==> src/rtl/bj_pkg.sv <==
// Shared constants, state encoding and rank helper for the blackjack card path.
// Imported by card_shoe and its LFSR sub-module.
package bj_pkg;

    localparam int         DECK_SIZE  = 52;
    localparam int         RANKS      = 13;
    localparam logic [3:0] ACE        = 4'd1;
    localparam logic [3:0] FACE_VALUE = 4'd10;

    typedef enum logic [1:0] {
        INIT    = 2'd0,
        SHUFFLE = 2'd1,
        READY   = 2'd2
    } state_e;

    // Blackjack value of a rank: J/Q/K count as ten, ace counts as one.
    function automatic logic [3:0] rank_to_value(input logic [3:0] rank);
        rank_to_value = (rank > FACE_VALUE) ? FACE_VALUE : rank;
    endfunction

endpackage

==> src/rtl/bj_lfsr16.sv <==
// Free-running 16-bit Galois LFSR, loaded with SEED on reset.
// Ports: clk, reset (async, active-high), state_o (current LFSR state).
module bj_lfsr16 #(
    parameter logic [15:0] SEED = 16'hACE1,
    parameter logic [15:0] TAPS = 16'hB400
) (
    input  logic        clk,
    input  logic        reset,
    output logic [15:0] state_o
);

    logic [15:0] lfsr_q;
    logic [15:0] lfsr_d;

    always_comb begin
        lfsr_d = {1'b0, lfsr_q[15:1]} ^ (lfsr_q[0] ? TAPS : 16'h0000);
    end

    always_ff @(posedge clk or posedge reset) begin
        if (reset) begin
            lfsr_q <= SEED;
        end else begin
            lfsr_q <= lfsr_d;
        end
    end

    assign state_o = lfsr_q;

endmodule

==> src/rtl/card_shoe.sv <==
// 52-card shoe: builds the deck, Fisher-Yates shuffles it from an LFSR, deals on request.
// Ports: clk, reset, test_mode, shuffle_req, deal_req -> ready, deal_valid, card_rank,
//        card_value, is_ace, cards_left, shoe_empty.
module card_shoe
    import bj_pkg::*;
#(
    parameter logic [15:0] LFSR_SEED = 16'hACE1
) (
    input  logic       clk,
    input  logic       reset,
    input  logic       test_mode,
    input  logic       shuffle_req,
    input  logic       deal_req,
    output logic       ready,
    output logic       deal_valid,
    output logic [3:0] card_rank,
    output logic [3:0] card_value,
    output logic       is_ace,
    output logic [5:0] cards_left,
    output logic       shoe_empty
);

    localparam logic [5:0] LAST = 6'(DECK_SIZE - 1);
    localparam logic [5:0] FULL = 6'(DECK_SIZE);

    state_e     state_q, state_d;
    logic [5:0] idx_q, idx_d;
    logic [3:0] irank_q, irank_d;
    logic [5:0] i_q, i_d;
    logic [5:0] ptr_q, ptr_d;
    logic [5:0] left_q, left_d;
    logic       tm_q, tm_d;
    logic       valid_q, valid_d;
    logic [3:0] crank_q, crank_d;
    logic [3:0] cval_q, cval_d;
    logic       ace_q, ace_d;

    logic [3:0]  deck [DECK_SIZE];
    logic [15:0] lfsr;
    logic [5:0]  cand;
    logic        take;
    logic        accept;
    logic [3:0]  top_card;
    logic        lfsr_unused;

    bj_lfsr16 #(
        .SEED (LFSR_SEED)
    ) u_lfsr (
        .clk     (clk),
        .reset   (reset),
        .state_o (lfsr)
    );

    assign cand        = lfsr[5:0];
    assign lfsr_unused = ^lfsr[15:6];
    assign top_card    = deck[ptr_q];

    // A candidate above i is rejected; the LFSR moves on and is retried next cycle.
    assign take   = (state_q == SHUFFLE) && !tm_q && (cand <= i_q);
    // Shuffle wins over a simultaneous deal.
    assign accept = (state_q == READY) && deal_req && !shuffle_req
                    && (left_q != 6'd0);

    // State register
    always_ff @(posedge clk or posedge reset) begin
        if (reset) begin
            state_q <= INIT;
        end else begin
            state_q <= state_d;
        end
    end

    // Next-state logic
    always_comb begin
        state_d = state_q;
        unique case (state_q)
            INIT: begin
                if (idx_q == LAST) state_d = SHUFFLE;
            end
            SHUFFLE: begin
                if (tm_q || (take && (i_q == 6'd1))) state_d = READY;
            end
            READY: begin
                if (shuffle_req) state_d = INIT;
            end
            default: state_d = INIT;
        endcase
    end

    // Output logic
    always_comb begin
        ready      = (state_q == READY) && (left_q != 6'd0);
        shoe_empty = (state_q == READY) && (left_q == 6'd0);
    end

    // Datapath next-state
    always_comb begin
        idx_d   = idx_q;
        irank_d = irank_q;
        i_d     = i_q;
        ptr_d   = ptr_q;
        left_d  = left_q;
        tm_d    = tm_q;
        valid_d = 1'b0;
        crank_d = 4'd0;
        cval_d  = 4'd0;
        ace_d   = 1'b0;
        unique case (state_q)
            INIT: begin
                idx_d   = idx_q + 6'd1;
                irank_d = (irank_q == 4'(RANKS)) ? 4'd1 : irank_q + 4'd1;
                if (idx_q == LAST) begin
                    idx_d  = 6'd0;
                    i_d    = LAST;
                    ptr_d  = 6'd0;
                    left_d = FULL;
                    tm_d   = test_mode;
                end
            end
            SHUFFLE: begin
                if (take) i_d = i_q - 6'd1;
            end
            READY: begin
                if (shuffle_req) begin
                    idx_d   = 6'd0;
                    irank_d = 4'd1;
                    left_d  = 6'd0;
                end else if (accept) begin
                    ptr_d   = ptr_q + 6'd1;
                    left_d  = left_q - 6'd1;
                    valid_d = 1'b1;
                    crank_d = top_card;
                    cval_d  = rank_to_value(top_card);
                    ace_d   = (top_card == ACE);
                end
            end
            default: begin
                idx_d   = 6'd0;
                irank_d = 4'd1;
            end
        endcase
    end

    // Datapath registers
    always_ff @(posedge clk or posedge reset) begin
        if (reset) begin
            idx_q   <= 6'd0;
            irank_q <= 4'd1;
            i_q     <= 6'd0;
            ptr_q   <= 6'd0;
            left_q  <= 6'd0;
            tm_q    <= 1'b0;
            valid_q <= 1'b0;
            crank_q <= 4'd0;
            cval_q  <= 4'd0;
            ace_q   <= 1'b0;
        end else begin
            idx_q   <= idx_d;
            irank_q <= irank_d;
            i_q     <= i_d;
            ptr_q   <= ptr_d;
            left_q  <= left_d;
            tm_q    <= tm_d;
            valid_q <= valid_d;
            crank_q <= crank_d;
            cval_q  <= cval_d;
            ace_q   <= ace_d;
        end
    end

    // Deck storage: filled during INIT, permuted in place during SHUFFLE.
    // When cand == i both writes carry the same value, so the swap is a no-op.
    always_ff @(posedge clk) begin
        if (state_q == INIT) begin
            deck[idx_q] <= irank_q;
        end else if (take) begin
            deck[i_q]  <= deck[cand];
            deck[cand] <= deck[i_q];
        end
    end

    assign deal_valid = valid_q;
    assign card_rank  = crank_q;
    assign card_value = cval_q;
    assign is_ace     = ace_q;
    assign cards_left = left_q;

endmodule

==> config.mk <==
export PLATFORM = sky130hd
export DESIGN_NAME = card_shoe
export DESIGN_NICKNAME = d
export VERILOG_FILES = /design/src/rtl/bj_pkg.sv /design/src/rtl/bj_lfsr16.sv /design/src/rtl/card_shoe.sv
export SDC_FILE = /design/constraint.sdc
export NUM_CORES = 1
export LEC_CHECK = 0
export CORE_ASPECT_RATIO = 0.5
export CORE_UTILIZATION = 34
export CTS_CLUSTER_SIZE = 12
export DETAILED_ROUTE_END_ITERATION = 16
export PLACE_DENSITY = 0.57
export SLEW_MARGIN = 20
export SYNTH_ARGS = -nofsm -noshare
export SYNTH_HDL_FRONTEND = slang
export SYNTH_HIERARCHICAL = 1
export SYNTH_SLANG_ARGS = --single-unit
export TNS_END_PERCENT = 30
==> constraint.sdc <==
create_clock -name clk -period 7.7 [get_ports clk]
set_input_delay 1.155 -clock clk [delete_from_list [all_inputs] [get_ports clk]]
set_output_delay 1.155 -clock clk [all_outputs]
set_load 0.05 [all_outputs]
==> flow_metrics.env <==
export IMPL_cellPowerDensity_mw_per_mm2=345.9
export IMPL_cp_cell_sequence="clkinv_1, ha_1, nand2_1, or2_2, nor2_1, or2_1, buf_4, nand4_1, o22ai_4, buf_4, mux2i_1"
export IMPL_final_max_slew_viol_count=0
export IMPL_path_buf_inv=3
export IMPL_post_cts_resized=0
export IMPL_ys_warn_count=6
export IMPL_area_growth_synth_to_final_pct=9.341
export IMPL_crit_fanout=29
export IMPL_die_x_um=321.1
export IMPL_relSlewSlack=0.1829
export IMPL_core_area_mm2=0.05022
export IMPL_clockBufferDepth=3
export IMPL_max_clock_freq_mhz=206.3
export IMPL_min_period_over_period=0.6296
export IMPL_crit_family="buffers and inverters"
export IMPL_min_delay_worst_endpoint="u_lfsr/state_o[8]$_DFF_PP0_"
export IMPL_start_util=0.3446
export IMPL_grt_start_max_net_pins=50
export IMPL_layout_nets=1387
export IMPL_criticalPathCategory="reg2reg"
export IMPL_min_path_cells=0
export IMPL_syn_cell_area_mm2=0.01731
export IMPL_setup_tns_ps=0
export IMPL_grt_usage=0.2380
export IMPL_dr_pass1_iters=9
export IMPL_finalSetupViolCount=0
export IMPL_drt_iter0_drc=1819
export IMPL_synth_nets=1430
export IMPL_grt_pass1_vias=12760
export IMPL_routedWlPerCell_um=29.89
export IMPL_cts_sinks=265
export IMPL_crit_path_end_kind="flip-flop"
export IMPL_n_fill_cell=4863
export IMPL_drc=0
export IMPL_crit_top_cell="buf_4"
export IMPL_required_ps=7970
export IMPL_status="finished clean"
export IMPL_skew_ps=19.95
export IMPL_grt_overflow_total=0
export IMPL_maxCapViolCount=0
export IMPL_drive_gt1_frac=0.1806
export IMPL_reg2regPathDepth=11
export IMPL_die_h_um=161.5
export IMPL_syn_inst=1411
export IMPL_reg2reg_to="deck[43][1]$_DFFE_PP_"
export IMPL_via_count=13380
export IMPL_placedCellCount=2027
export IMPL_io_pins=23
export IMPL_post_route_min_period_ps=4848
export IMPL_register_area_mm2=0.007696
export IMPL_ctsHoldBuffers=0
export IMPL_hp_class="reg2reg"
export IMPL_numCtsBuffers=28
export IMPL_reg2reg_slack_ps=2850
export IMPL_hold_start="u_lfsr/state_o[9]$_DFF_PP0_"
export IMPL_wl_um=61990
export IMPL_antenna_found_initial=0
export IMPL_dieArea_mm2=0.05186
export IMPL_avgSynthCellArea_um2=12.26
export IMPL_htree_levels=1
export IMPL_antenna_cells=0
export IMPL_post_cts_buffers=0
export IMPL_fin_cells=2074
export IMPL_dpl_hpwl_um=42680
export IMPL_rows=58
export IMPL_clk_pin_slew_ps=60
export IMPL_rsz0062_at_grt="no"
export IMPL_ir_drop_v=0.0002366
export IMPL_worstSkewPairLatency_ps=580
export IMPL_finalHoldViolCount=0
export IMPL_start_kind="flip-flop"
export IMPL_max_stage_delay_ps=940
export IMPL_slowest_stage="dfstp_2"
export IMPL_ant_nets=0
export IMPL_gp_congestion=0.9701
export IMPL_placement_io_buffers=22
export IMPL_viasPerCell=6.453
export IMPL_ctsRootBufferMaster="clkbuf_16"
export IMPL_grt_first_pass_wirelength_um=91370
export IMPL_r2r_start="u_lfsr/state_o[0]$_DFF_PP1_"
export IMPL_cts_tree="yes"
export IMPL_cellLeakagePower_nw=7.564
export IMPL_max_slew_worst_pin_slew_ps=1220
export IMPL_arrival_ps=5120
export IMPL_multiInputGateArea_mm2=0.008857
-- worst register-to-register path, stage by stage, from the launching register on --
cell and delay (ps):
dfstp_2 940, clkinv_1 570, ha_1 450, nand2_1 50
or2_2 280, nor2_1 140, or2_1 120, buf_4 330
nand4_1 230, o22ai_4 750, buf_4 540, mux2i_1 160
-- layout by cell type, fill, tap and decap left out, drive strengths merged, types with 26 or more instances in the layout --
cell type	instances
clkbuf	40
a21oi	29
mux2i	248
edfxtp	208
o21ai	76
dfrtp	48
nand3	26
nand2	117
mux4	104
buf	37
nor2	64
a22oi	65
-- sequential cells by signal (all words and copies together), names as in the netlist --
name	count
is_ace	1
deal_valid	1
cards_left	6
card_value	4
tm_q	1
card_rank	4
u_lfsr/state_o	16
irank_q	4
ptr_q	6
deck	208
i_q	6
idx_q	6
state_q	2
-- power breakdown --
part           total, mW  switching [mW]  internal, mW
logic               3.00            1.93          1.07
clock network       1.38           0.587         0.789
registers           2.16           0.291          1.87
total               6.54            2.81          3.73
-- per-layer routing --
layer	GRT usage	wire (µm)
met1	0.3437	25890
met2	0.3446	25890
met3	0.07034	8015
met4	0.06407	2188
met5	0	0
-- how the worst max path moves through the flow --
stage,from,cells past startpoint,to,slack (ps)
after floorplan,i_q[3]$_DFFE_PP0P_,12,deck[30][0]$_DFFE_PP_,3760
after global placement,i_q[3]$_DFFE_PP0P_,11,deck[42][1]$_DFFE_PP_,3060
after detailed placement,u_lfsr/state_o[0]$_DFF_PP1_,11,deck[42][1]$_DFFE_PP_,3020
after CTS,u_lfsr/state_o[0]$_DFF_PP1_,11,deck[43][1]$_DFFE_PP_,2990
after global routing,u_lfsr/state_o[0]$_DFF_PP1_,11,deck[43][1]$_DFFE_PP_,2690
final,u_lfsr/state_o[0]$_DFF_PP1_,11,deck[43][1]$_DFFE_PP_,2850
-- stage by stage --
| step | area [µm²] | power (mW) | setup WS [ps] | hold slack [ps] | utilization |
|---|---|---|---|---|---|
| floorplan | 17310 | 4.161 | 3758 | 331.2 | - |
| global placement | 17990 | 5.060 | 3065 | 335.4 | 0.3582 |
| detailed placement | 17990 | 5.081 | 3021 | 337.9 | 0.3583 |
| CTS | 18890 | 6.455 | 2990 | 350.9 | 0.3761 |
| global route | 18920 | 6.771 | 2689 | 357.1 | 0.3768 |
| finish | 18920 | 6.545 | 2852 | 348.4 | 0.3768 |
-- final cells by class --
class / instances / area share
clock inverter: 6 / 0.004364
tap: 690 / 0.04563
multi-input combinational: 989 / 0.4681
sequential: 265 / 0.4067
timing repair buffer: 59 / 0.02738
inverter: 25 / 0.004959
clock buffer: 40 / 0.04285
(Power assumes the default switching activity.)
